<file path="config.mk">
export PLATFORM = sky130hd
export DESIGN_NAME = vanilla_remote_req_responder
export DESIGN_NICKNAME = d
export VERILOG_FILES = /design/src/rtl/vanilla_remote_req_responder.sv
export SDC_FILE = /design/constraint.sdc
export NUM_CORES = 1
export LEC_CHECK = 0
export BUFFER_PORTS_ARGS = -buffer_cell sky130_fd_sc_hd__buf_2
export CORE_UTILIZATION = 50
export DETAILED_ROUTE_END_ITERATION = 8
export GPL_TIMING_DRIVEN = 0
export PLACE_DENSITY = 0.75
export SYNTH_ARGS = -nofsm -noshare
export SYNTH_HDL_FRONTEND = slang
export SYNTH_SLANG_ARGS = --single-unit
</file>
<file path="constraint.sdc">
create_clock -name clk_i -period 2.6 [get_ports clk_i]
set_clock_uncertainty 0.2 [all_clocks]
set_input_delay 0.52 -clock clk_i [delete_from_list [all_inputs] [get_ports clk_i]]
set_output_delay 0.52 -clock clk_i [all_outputs]
set_load 0.03 [all_outputs]
</file>
<file path="src/rtl/vanilla_remote_req_responder.sv">
// ============================================================================
// vanilla_remote_req_responder
//   Target-side servicer for vanilla-core remote loads, stores and AMOs.
//   Revision: 1.0
// ============================================================================
`default_nettype none

package bsg_vanilla_pkg;

  typedef struct packed {
    logic       float_wb;
    logic       is_unsigned_op;
    logic       is_byte_op;
    logic       is_hex_op;
    logic [1:0] part_sel;
  } load_info_s;

  typedef struct packed {
    logic        write_not_read;
    logic        is_amo_op;
    logic [1:0]  amo_type;
    logic [3:0]  mask;
    load_info_s  load_info;
    logic [4:0]  reg_id;
    logic [31:0] data;
    logic [31:0] addr;
  } remote_req_s;

  typedef struct packed {
    logic        float_wb;
    logic        is_unsigned_op;
    logic        is_byte_op;
    logic        is_hex_op;
    logic [1:0]  part_sel;
    logic [4:0]  reg_id;
    logic [31:0] data;
  } remote_load_resp_s;

  localparam logic [1:0] c_amo_swap = 2'b00;
  localparam logic [1:0] c_amo_or   = 2'b01;
  localparam logic [1:0] c_amo_add  = 2'b10;

endpackage

module vanilla_remote_req_responder
  import bsg_vanilla_pkg::*;
#(
  parameter int addr_width_p = 16
) (
  input  logic                                  clk_i,
  input  logic                                  reset_n_i,
  input  logic                                  req_v_i,
  input  logic [$bits(remote_req_s)-1:0]        req_i,
  output logic                                  req_ready_o,
  output logic                                  mem_v_o,
  output logic                                  mem_w_o,
  output logic [addr_width_p-1:0]               mem_addr_o,
  output logic [31:0]                           mem_data_o,
  output logic [3:0]                            mem_mask_o,
  input  logic [31:0]                           mem_data_i,
  output logic                                  resp_v_o,
  output logic [$bits(remote_load_resp_s)-1:0]  resp_o,
  input  logic                                  resp_yumi_i
);

  typedef enum logic [2:0] {
    IDLE   = 3'd0,
    ISSUE  = 3'd1,
    WAIT   = 3'd2,
    AMO_WR = 3'd3,
    RESP   = 3'd4
  } state_e;

  state_e             r_state;
  remote_req_s        r_req;
  logic [31:0]        r_old;
  logic               r_ready;
  logic               r_mem_v;
  logic               r_mem_w;
  logic [addr_width_p-1:0] r_mem_addr;
  logic [31:0]        r_mem_data;
  logic [3:0]         r_mem_mask;
  logic               r_resp_v;
  remote_load_resp_s  r_resp;

  remote_req_s        w_req_in;
  logic               w_is_store_in;
  logic [31:0]        w_amo_data;
  logic               w_amo_valid;
  logic               w_unused;

  assign w_req_in      = req_i;
  assign w_is_store_in = w_req_in.write_not_read & ~w_req_in.is_amo_op;

  // Address and mask are consumed straight from the input at accept time.
  assign w_unused = ^{w_req_in.addr, r_req.addr, r_req.mask};

  // The AMO result is formed from the read data as it arrives in WAIT.
  always_comb begin
    w_amo_data  = 32'h0;
    w_amo_valid = 1'b1;
    case (r_req.amo_type)
      c_amo_swap: w_amo_data = r_req.data;
      c_amo_or:   w_amo_data = mem_data_i | r_req.data;
      c_amo_add:  w_amo_data = mem_data_i + r_req.data;
      default:    w_amo_valid = 1'b0;
    endcase
  end

  function automatic remote_load_resp_s make_resp(input remote_req_s req,
                                                  input logic [31:0] word);
    remote_load_resp_s resp;
    resp                = '0;
    resp.float_wb       = req.load_info.float_wb;
    resp.is_unsigned_op = req.load_info.is_unsigned_op;
    resp.is_byte_op     = req.load_info.is_byte_op;
    resp.is_hex_op      = req.load_info.is_hex_op;
    resp.part_sel       = req.load_info.part_sel;
    resp.reg_id         = req.reg_id;
    resp.data           = word;
    return resp;
  endfunction

  always_ff @(posedge clk_i or negedge reset_n_i) begin
    if (!reset_n_i) begin
      r_state    <= IDLE;
      r_req      <= '0;
      r_old      <= '0;
      r_ready    <= 1'b1;
      r_mem_v    <= 1'b0;
      r_mem_w    <= 1'b0;
      r_mem_addr <= '0;
      r_mem_data <= '0;
      r_mem_mask <= '0;
      r_resp_v   <= 1'b0;
      r_resp     <= '0;
    end else begin
      case (r_state)
        IDLE: begin
          if (req_v_i) begin
            r_req      <= w_req_in;
            r_state    <= ISSUE;
            r_ready    <= 1'b0;
            r_mem_v    <= 1'b1;
            r_mem_w    <= w_is_store_in;
            r_mem_addr <= w_req_in.addr[addr_width_p+1:2];
            r_mem_data <= w_is_store_in ? w_req_in.data : 32'h0;
            r_mem_mask <= w_is_store_in ? w_req_in.mask : 4'h0;
          end
        end
        ISSUE: begin
          r_mem_v    <= 1'b0;
          r_mem_w    <= 1'b0;
          r_mem_data <= '0;
          r_mem_mask <= '0;
          if (r_req.write_not_read & ~r_req.is_amo_op) begin
            r_state <= IDLE;
            r_ready <= 1'b1;
          end else begin
            r_state <= WAIT;
          end
        end
        WAIT: begin
          r_old <= mem_data_i;
          if (r_req.is_amo_op) begin
            r_state    <= AMO_WR;
            r_mem_v    <= w_amo_valid;
            r_mem_w    <= w_amo_valid;
            r_mem_data <= w_amo_valid ? w_amo_data : 32'h0;
            r_mem_mask <= w_amo_valid ? 4'hF : 4'h0;
          end else begin
            r_state  <= RESP;
            r_resp_v <= 1'b1;
            r_resp   <= make_resp(r_req, mem_data_i);
          end
        end
        AMO_WR: begin
          r_mem_v    <= 1'b0;
          r_mem_w    <= 1'b0;
          r_mem_data <= '0;
          r_mem_mask <= '0;
          r_state    <= RESP;
          r_resp_v   <= 1'b1;
          r_resp     <= make_resp(r_req, r_old);
        end
        RESP: begin
          if (resp_yumi_i) begin
            r_state  <= IDLE;
            r_ready  <= 1'b1;
            r_resp_v <= 1'b0;
            r_resp   <= '0;
          end
        end
        default: begin
          r_state    <= IDLE;
          r_ready    <= 1'b1;
          r_mem_v    <= 1'b0;
          r_mem_w    <= 1'b0;
          r_resp_v   <= 1'b0;
        end
      endcase
    end
  end

  assign req_ready_o = r_ready;
  assign mem_v_o     = r_mem_v;
  assign mem_w_o     = r_mem_w;
  assign mem_addr_o  = r_mem_addr;
  assign mem_data_o  = r_mem_data;
  assign mem_mask_o  = r_mem_mask;
  assign resp_v_o    = r_resp_v;
  assign resp_o      = r_resp;

endmodule

`default_nettype wire

</file>
Yosys cells after proc, flatten, opt, wreduce, memory -nomap -nowiden
Index checks and enable logic that the tools add are counted.

cells by class
  reductions and logical operators = 15
  add/subtract/negate cells = 1
  muxes and demuxes = 32
  equality and inequality tests = 11
  bitwise operators = 8

operator list
  operator              count
  $pmux W32 S3          2
  $pmux W43 S3          1
  $mux W32              4
  $mux W43              2
  $add A32 B32 Y32      1
  $or A32 B32 Y32       1
  $mux W4               4
  $pmux W3 S5           1
  $pmux W4 S3           1
  $reduce_and A3 Y1     4
  $ne A2 B2 Y1 const B  5
  $mux W1               9
  $mux W3               3
  $pmux W1 S4           2
  $eq A3 B2 Y1 const B  2
  $pmux W1 S3           2
  $reduce_bool A3 Y1    2
  $reduce_or A2 Y1      3
  $not A1 Y1            5
  $reduce_and A2 Y1     2
  $reduce_and A4 Y1     1
  $eq A3 B1 Y1 const B  1
  $eq A3 B3 Y1 const B  1
  $logic_not A3 Y1      1
  6 further kinds       7

storage, ports and cells
  bits in registers = 181
  input port bits = 119
  output and inout bits = 99
  logic and storage cells = 93

Longest topological paths before layout
Gate-level depths: netlist (run 1).

  depth after elaboration = 6
  depth in mapped cells = 10

Worst setup path after synthesis (run 1)
Ideal clock, no wire load.

  kind = input to register
  start = input port mem_data_i[13]
  end = register r_mem_data[28], in the netlist mem_data_o[28]
  path slack = -122 ps
  required time = 2280 ps
  cell stages on the path = 9
  data arrival time = 2402 ps
  buffers on the path = 0
  cell sequence = inv_1 ha_1 a21o_1 a31o_1 a21o_1 a21oi_2 a21oi_2 or4_1 a31o_1

on the way
  word-level cells in the longest chain between the ends = 5

ends and longest elaborated chain
  item                  RTL line  RTL
  from (decl)           60        input logic [31:0] mem_data_i,
  $add A32 B32 Y32      105       c_amo_add: w_amo_data = mem_data_i + r_req.data;
  $pmux W32 S3          102       case (r_req.amo_type)
  $mux W32              169       r_mem_data <= w_amo_valid ? w_amo_data : 32'h0;
  $mux W32              165       if (r_req.is_amo_op) begin
  $pmux W32 S3          138       case (r_state)
  to (signal assigned)  147       r_mem_data <= w_is_store_in ? w_req_in.data : 32'h0;
  to (signal assigned)  169
  to (decl)             81        logic [31:0] r_mem_data;

Every way passes these cells. The select of a mux whose other input is x is not followed.
A chain may end at the register's enable or synchronous reset.

Final worst setup path (run 1)
  start = register r_req[32] in the netlist's numbering
  end = register r_mem_data[28], in the netlist mem_data_o[28]

on the way
  word-level cells in the longest chain between the ends = 5

ends and longest elaborated chain
  item                    RTL line  RTL
  from (decl)             75        remote_req_s r_req;
  from (signal assigned)  141       r_req <= w_req_in;
  $add A32 B32 Y32        105
  $pmux W32 S3            102
  $mux W32                169
  $mux W32                165
  $pmux W32 S3            138

Every way passes these cells. The select of a mux whose other input is x is not followed.

==> summary by stage, run 1 <==
Pwr
The cell internal power dissipation is 9.48 mW. Summed over all nets, the switching power comes to 9.59 mW. The sequential group share of total power is 26.3%.

The net switching share of the total power is 50.3%. Dividing total power by cell area gives a power density of 1460 nW/um^2. The power share of the clock group is 14.3%. In this run, the combinational gates consume 59.4% of the power. The static leakage power is 6.26 nW. IR analysis of the VDD net gives a maximum drop of 760 uV.

CTS
Clock-pin slew was measured on the worst setup and hold paths at 80 ps. In this run the clock root is driven by a sky130_fd_sc_hd__clkbuf_16. For the worst-skew pair, the clock arrives at the later sink with an insertion delay of 450 ps. In this run the deepest clock path goes through 2 buffers. The clock tree from TritonCTS is yes. CTS built an H-tree with a depth of 4. The number of buffers added by the clock tree synthesis step is 17.

For this design, the sink count on the clock tree is 181.

Placement
The HPWL after detailed placement is 24000 um. Routability-driven placement finished with a final weighted congestion of 0.948. In this run the cell area measured after placement is 11700 um^2. The number of port buffers is 201.

Worst setup path
The delay of the slowest cell on the worst path is 520 ps. The worst path buffer plus inverter count is 1. The critical path goes through ha_2 -> inv_2 -> fa_2 -> nor2b_4 -> o2111ai_4 -> a21oi_4 -> o211ai_4 -> a21oi_2 -> or4_1 -> a31o_1.

The startpoint class of the critical path is a register. The sort of element at the end of the critical path is a register. The slowest cell on the critical path is sky130_fd_sc_hd__or4_1. Data on the critical path arrives at its endpoint at 2800 ps. The critical path is of the register to register type. The start point of the critical path is r_req[32].

The beginning of the worst register-to-register path is r_req[32]. Among cell families on the critical path, the largest total delay comes from compound AO/OA/AOI/OAI gates. The capture point of the worst path is mem_data_o[28].

In this run the worst path has a maximum fanout of 3. The critical path runs through a total of 10 cells. The required time at the endpoint of the critical path is 2750 ps. The endpoint of the worst-slack reg-to-reg timing path is mem_data_o[28].

The number of cells on the worst reg-to-reg path is 10. Across all register-to-register paths, the minimum setup slack is -60 ps.

Yosys
After synthesis, the most frequently instantiated cells are sky130_fd_sc_hd__nand2_1 (182), sky130_fd_sc_hd__dfrtp_1 (180), sky130_fd_sc_hd__o21ai_0 (146). The fraction of synthesized area in multiplexers is 4.19%. The synthesized design devotes to its leading area cell type 43.9% of total area. Among all flip-flop cells after synthesis, the most frequent one is sky130_fd_sc_hd__dfrtp_1. After Yosys synthesis, full adders, half adders and majority gates account for 7.87% of the synthesized area. The number of unique standard cell types used by synthesis is 69. The synthesized netlist devotes 23.0% of its cell area to compound gates. Counting flops with a built-in enable in the synthesized netlist gives 0. The area of the mapped netlist is 10300 um^2.

By area, the combinational part of the netlist is dominated by compound AO/OA/AOI/OAI gates. Synthesis produced a netlist with a net count of 1331. After synthesis the netlist holds a flip-flop and latch count of 181. For this run, asynchronously set or reset flops after synthesis account for 100%. For this run, the number of Yosys warnings is 0.

After technology mapping, the gate count stands at 1148. By area the synthesized netlist is led by sky130_fd_sc_hd__dfrtp_1 (44%), sky130_fd_sc_hd__ha_1 (7.7%), sky130_fd_sc_hd__o21ai_0 (7.1%). The register area share after synthesis is 44.1%. In this run the mean area of a mapped cell was 8.94 um^2. The post-synthesis xor/xnor area fraction is 1.62%. Among all cell types in the netlist, the one instantiated most often is sky130_fd_sc_hd__nand2_1. Summing the areas of all and, or, nand and nor instances in the mapped netlist gives 13.3% of the synthesized area. The largest total area in the synthesized netlist belongs to sky130_fd_sc_hd__dfrtp_1.

STA
The worst pin sits at a relative slew slack of 39.5%. The worst path in the final design needs a cycle of 2660 ps, including I/O delays and setup. The number of max-slew violations in the final report is 0.

The final-report hold violation count came to 0. The final worst hold slack is 68.4 ps. Setup violations remaining at the end of the flow were counted as 3. Setup repair after global routing could not meet its margin everywhere. For the pin with the worst max-slew slack, the measured transition is 908 ps. The final clock period utilization by the worst path is 102%. Based on the critical path, the design can be clocked at up to 0.376 GHz.

Once routing completed, OpenROAD measured the worst setup slack at -58.4 ps.

Cells and area
The signed area change from the synthesized netlist to the final layout is 26.9%. The post-route cell area is 13000 um^2. In the final layout, the share of cells above drive strength 1 is 29.9%. The net count of the finished layout is 1577.

Global routing
Summed over all layers, the global routing overflow is 0. The initial antenna violation count is 1. The wire length of the first global-routing pass is 53300 um. Entering global routing, the biggest net connects 110 pins. The via count of the first global-routing pass was 9696.

The aggregate global-route resource usage is 32.6%.

Routing
The count of nets left with antenna violations once routing finished came out at 0. The number of remaining DRC errors is 0. In the final routed layout, each cell accounts on average for 20.8 um. Before antenna repair, the detailed router went through 6 iterations. After the first detailed-routing iteration, the DRC count stood at 1018. The wire length after detailed routing is 34900 um. The number of vias per cell is 5.98. Detailed routing inserted a total of 10000 vias.

Floorplan
The placeable core region is 20200 um^2. The floorplan row count is 52. The overall die area is 21100 um^2. In this run the horizontal extent of the chip is 145 um. The effective utilization at floorplan is 50.9%.

Measured along the y axis, the die boundary spans 145 um. The number of top-level pins is 218.

Outcome
The final reports fail on setup timing. The run finished, with violations left.

Hold path
The path type of the worst min-delay path is primary input to register.

Flow run
Across the run, the number of max-cap violations was 0.
[cell type report]
cell class	count	area [um^2]
inverter	73	279
buffer	68	367
multi-input combinational	820	5610
fill	1683	7130
clock inverter	15	191
sequential	181	4530
timing repair buffer	233	1290
tap	270	338
clock buffer	17	425
antenna	1	2.50
[stage by stage]
step                setup TNS [ps]  instances  worst slack, ps  power (mW)  utilization [%]
floorplan                    -2.18       1148            -2.18        11.9                -
global placement           -419760       1619            -2230        14.8             57.9
detailed placement          -24950       1620             -574        15.0             58.1
CTS                           -179       1664            -67.6        18.1             62.3
global route                  -724       1678             -144        20.2             64.6
finish                       -95.3       1678            -58.4        19.1             64.6
[cell usage in the layout, fill, tap and decap left out, drive strengths merged, types with 9 or more instances in the layout]
cell	n
a21oi	79
ha	63
nand2	182
nor3	9
clkbuf	65
o21ai	153
mux2	32
a221oi	12
a21o	10
o211ai	9
o21a	9
nand4	11
a22oi	35
nand3	12
o22ai	20
dfrtp	180
buf	252
nor2	59
xnor2	16
a211oi	13
inv	83
[registers in the layout (all words and copies together) (netlist names)]
signal / cells
resp_v_o: 1
mem_v_o: 1
mem_mask_o: 4
r_old: 32
mem_data_o: 32
r_req: 47
r_state: 3
req_ready_o: 1
mem_w_o: 1
mem_addr_o: 16
resp_o: 43
[how the worst min path moves through the flow]
| stage | start | to | slack, ps | cells after the start |
|---|---|---|---|---|
| after floorplan | reset_n_i | mem_addr_o[0] | 20 | 0 |
| after global placement | req_ready_o | req_ready_o | 250 | 2 |
| after detailed placement | req_ready_o | req_ready_o | 260 | 2 |
| after CTS | req_i[80] | r_req[80] | 70 | 3 |
| after global routing | req_i[80] | r_req[80] | 90 | 3 |
| final | req_i[80] | r_req[80] | 70 | 3 |
[worst min-delay path, delay by kind of cell]
kind                   cells  cell delay (ps)
AND/OR/NAND/NOR            1               30
AO/OA/AOI/OAI              1               50
buffers and inverters      1               80
[layer usage]
metal / wire [um] / GRT usage (%)
met1: 14400 / 44.5
met2: 16200 / 51.7
met3: 3000 / 5.09
met4: 1290 / 13.3
met5: 68 / 2.27
[power groups by stage]
stage | sequential [mW] | clock, mW | combinational (mW)
3_5_place_dp | 5.00 | 0 | 10.0
6_report | 5.02 | 2.72 | 11.3
5_1_grt | 5.16 | 2.83 | 12.2
4_1_cts | 4.95 | 2.74 | 10.4
3_3_place_gp | 4.94 | 0 | 9.85
2_1_floorplan | 6.22 | 0 | 5.69
[what timing repair did]
action,CTS,global route
endpoints found under the setup margin,102,103
endpoints found under the hold margin,71,0
hold buffers,1,0
pin swaps,17,43
setup buffers,12,18
gates resized for setup,45,94
[kinds of logic after synthesis]
logic type | Yosys count
AOI/OAI and AO/OA | 381
and+or+nand+nor | 317
DFF | 181
buffers and inverters | 147
adders and majority gates | 64
muxes | 39
xor gates and xnor gates | 19
Power figures use the tool's default switching activity.
==> run 2: changes to the inputs <==
--- a/config.mk
+++ b/config.mk
@@ -6,10 +6,10 @@
 export NUM_CORES = 1
 export LEC_CHECK = 0
 export BUFFER_PORTS_ARGS = -buffer_cell sky130_fd_sc_hd__buf_2
-export CORE_UTILIZATION = 50
+export CORE_UTILIZATION = 29
 export DETAILED_ROUTE_END_ITERATION = 8
 export GPL_TIMING_DRIVEN = 0
-export PLACE_DENSITY = 0.75
+export PLACE_DENSITY = 0.47
 export SYNTH_ARGS = -nofsm -noshare
 export SYNTH_HDL_FRONTEND = slang
 export SYNTH_SLANG_ARGS = --single-unit
==> constraint.sdc (replaced) <==
create_clock -name clk_i -period 2.4 [get_ports clk_i]
set_clock_uncertainty 0.2 [all_clocks]
set_input_delay 0.48 -clock clk_i [delete_from_list [all_inputs] [get_ports clk_i]]
set_output_delay 0.48 -clock clk_i [all_outputs]
set_load 0.03 [all_outputs]
==> run 2 against run 1 <==
- the run still ends with setup timing left
- final cell count is 12% higher
- die area is 71% higher
- final area is 4.8% higher
- first-iteration DRC count is 43% lower
- global-route usage is 10 points lower
- non-clock buffer count is 14 higher
- hold slack worse by 26 ps
==> summary by stage, run 2 (synthesis results as in run 1) <==
Cells and area
The number of flip-flops under the largest register name is 47 (unchanged). The signed area change from the synthesized netlist to the final layout is 33.0%. The area of combinational cells with multiple inputs is 5840 um^2 (+4.0%). The fraction of final layout cells with drive strength greater than 1 is 34.3% (+4.4 points). Leaving out fill and tap cells, the most frequent cells in the layout are sky130_fd_sc_hd__buf_2 (207), sky130_fd_sc_hd__nand2_1 (179), sky130_fd_sc_hd__dfrtp_1 (179).

The final net count is 1591 (+0.89%). The number of fill cells is 3598 (+110%). The total area of sequential cells is 4530 um^2 (about the same). The most common cell after layout, fill and taps aside is sky130_fd_sc_hd__buf_2. The top register by number of flip-flops is r_req.

Worst setup path
STA classifies the critical path endpoint as a register. The largest individual stage delay along the critical path comes from the cell sky130_fd_sc_hd__dfrtp_1. The required time at the endpoint of the critical path was 2550 ps (-200 ps). The worst path buffer plus inverter count came to 1 (unchanged). The critical path goes through ha_4 -> inv_2 -> fa_2 -> nor2b_4 -> o2111ai_4 -> a21oi_4 -> o211ai_4 -> a21oi_2 -> or4_1 -> a31o_1. The worst setup path is of the register to register kind. The delay of the slowest cell on the worst path is 410 ps (-110 ps).

The data arrival at the endpoint of the critical path came to 2720 ps (-80 ps). The startpoint class of the critical path is a register. The top fanout value on the critical path is 3 (unchanged). The cell type group with the largest total delay on the critical path is compound AO/OA/AOI/OAI gates.

STA
The final worst hold slack came to 42.4 ps (-26.1 ps). The relative slew slack is 40.5% (+1.0 points). The number of max-slew violations in the final report came to 0 (unchanged). The aggregate negative setup slack is -1580 ps (-1480 ps).

Setup repair after global routing could not meet its margin everywhere. The slack of the critical path was -166 ps (-107 ps). The actual slew at the worst max-slew pin came to 892 ps (-15.3 ps). The final setup violation count was 16 (+13). The final clock period utilization by the worst path is 107% (+4.7 points).

The final-report hold violation count is 0 (unchanged). The minimum clock period after layout was 2570 ps (-92.6 ps). The peak clock frequency supported by timing was 0.390 GHz (+3.6%).

Routing
The number of DRC markers in iteration 0 was 580 (-43%). The via count was 9700 (-3.3%). The length of the first detailed-routing pass in iterations is 5 (-1). The number of vias per cell is 5.17 (-14%). The number of remaining DRC errors came to 0 (unchanged). The wire length after detailed routing is 39400 um (+13%). The count of antenna-violating nets left after detailed routing was 0 (unchanged).

The routed wirelength normalized by instance count is 21.0 um (+0.88%).

Placement
The number of port buffers is 201 (unchanged). The detailed placement HPWL is 28100 um (+17%). The weighted congestion reported at the end of routability-driven placement is 0.878 (-7.4%).

CTS
The H-tree depth is 4 (unchanged). The clock-pin slew on the worst setup and hold paths is 80 ps (about the same). The maximum number of buffers from clock root to sink came to 2 (unchanged). The root buffer cell is sky130_fd_sc_hd__clkbuf_16.

The latest clock arrival within the worst-skew pair is 460 ps (about the same). The clock tree from TritonCTS is yes. The number of buffers added by the clock tree synthesis step is 17 (unchanged). The sink count of the clock tree is 181 (unchanged).

Pwr
The areal power density over the cells is 1570 nW/um^2 (+7.3%). The peak ir drop on the vdd network is 882 uV (+16%). The static leakage power is 6.39 nW (+2.1%).

Global routing
The initial antenna violation count was 2 (+1). The via count of the first global-routing pass came to 9701 (+0.052%). The aggregate global-route resource usage is 22.1% (-10 points). The wire length of the first global-routing pass is 59400 um (+11%). The sum of overflow across all layers after global routing is 0 (unchanged).

The maximum number of pins on one net before global-route repair came to 110 (unchanged).

Outcome
The checks that failed: setup timing. The flow ran to the end, but the final reports show violations.

Hold path
The path type of the worst min-delay path is primary input to register.

Floorplan
The effective utilization at floorplan was 29.6% (-21 points). The die extent in x came to 190 um (+31%). The overall die area came to 36200 um^2 (+71%). The height of the die was 190 um (+31%). The number of top-level pins is 218 (unchanged). The floorplan row count came to 68 (+31%). The placeable core region is 34700 um^2 (+72%).

Flow run
The number of maximum-capacitance constraint violations is 0 (unchanged).
-- run 2: per-layer routing --
layer | routed length, um | GRT usage, %
met1 | 17900 | 30.3
met2 | 17900 | 34.6
met3 | 2320 | 3.39
met4 | 1280 | 9.05
met5 | 0 | 0
-- run 2: layout make-up --
cell class                 instances  share of cell area (%)
tap                              455                    4.17
timing repair buffer             247                    10.3
buffer                            68                    3.04
clock inverter                    13                    1.20
multi-input combinational        820                    42.7
sequential                       181                    33.2
inverter                          73                    2.10
clock buffer                      19                    3.32
antenna                            1                  0.0183
-- run 2: report_power, final --
group | internal (mW) | switching, mW | total (mW)
combinational | 4.69 | 8.25 | 12.9
clock | 1.63 | 1.43 | 3.06
sequential | 4.53 | 0.897 | 5.43
total | 10.9 | 10.6 | 21.4
-- run 2: worst min-delay path, stage by stage --
cell and delay (ps):
sky130_fd_sc_hd__buf_2 90, sky130_fd_sc_hd__nand2_1 40, sky130_fd_sc_hd__o21ai_0 50
-- run 2: path summary, 6_finish.rpt --
check                       startpoint              to  slack [ps]  cells after the start
setup / recovery             r_req[32]  mem_data_o[28]        -170                     10
hold / removal               req_i[42]       r_req[42]          40                      3
setup reg to reg             r_req[32]  mem_data_o[28]        -170                     10
hold reg to reg            req_ready_o     req_ready_o         260                      2
max in group asynchronous    reset_n_i         mem_w_o         640                      3
min in group asynchronous    reset_n_i      resp_o[23]         370                      2
-- run 2: repair_timing --
item                                   4_1_cts  5_1_grt
resized for setup                          120       79
setup endpoints to repair                  138      108
hold buffers                                 1        0
pin swaps                                   38       35
buffers inserted                            24       20
endpoints found under the hold margin       72        0
-- run 2: stage by stage --
| step | worst slack (ps) | instance area (um^2) | std cells | utilization (%) | power, mW |
|---|---|---|---|---|---|
| finish | -166 | 13700 | 1877 | 39.4 | 21.4 |
| global route | -282 | 13700 | 1877 | 39.4 | 22.9 |
| CTS | -188 | 13200 | 1857 | 38.2 | 20.8 |
| detailed placement | -791 | 12000 | 1805 | 34.6 | 16.7 |
| global placement | -2780 | 12000 | 1804 | 34.5 | 16.6 |
| floorplan | -158 | 10400 | 1148 | - | 13.0 |
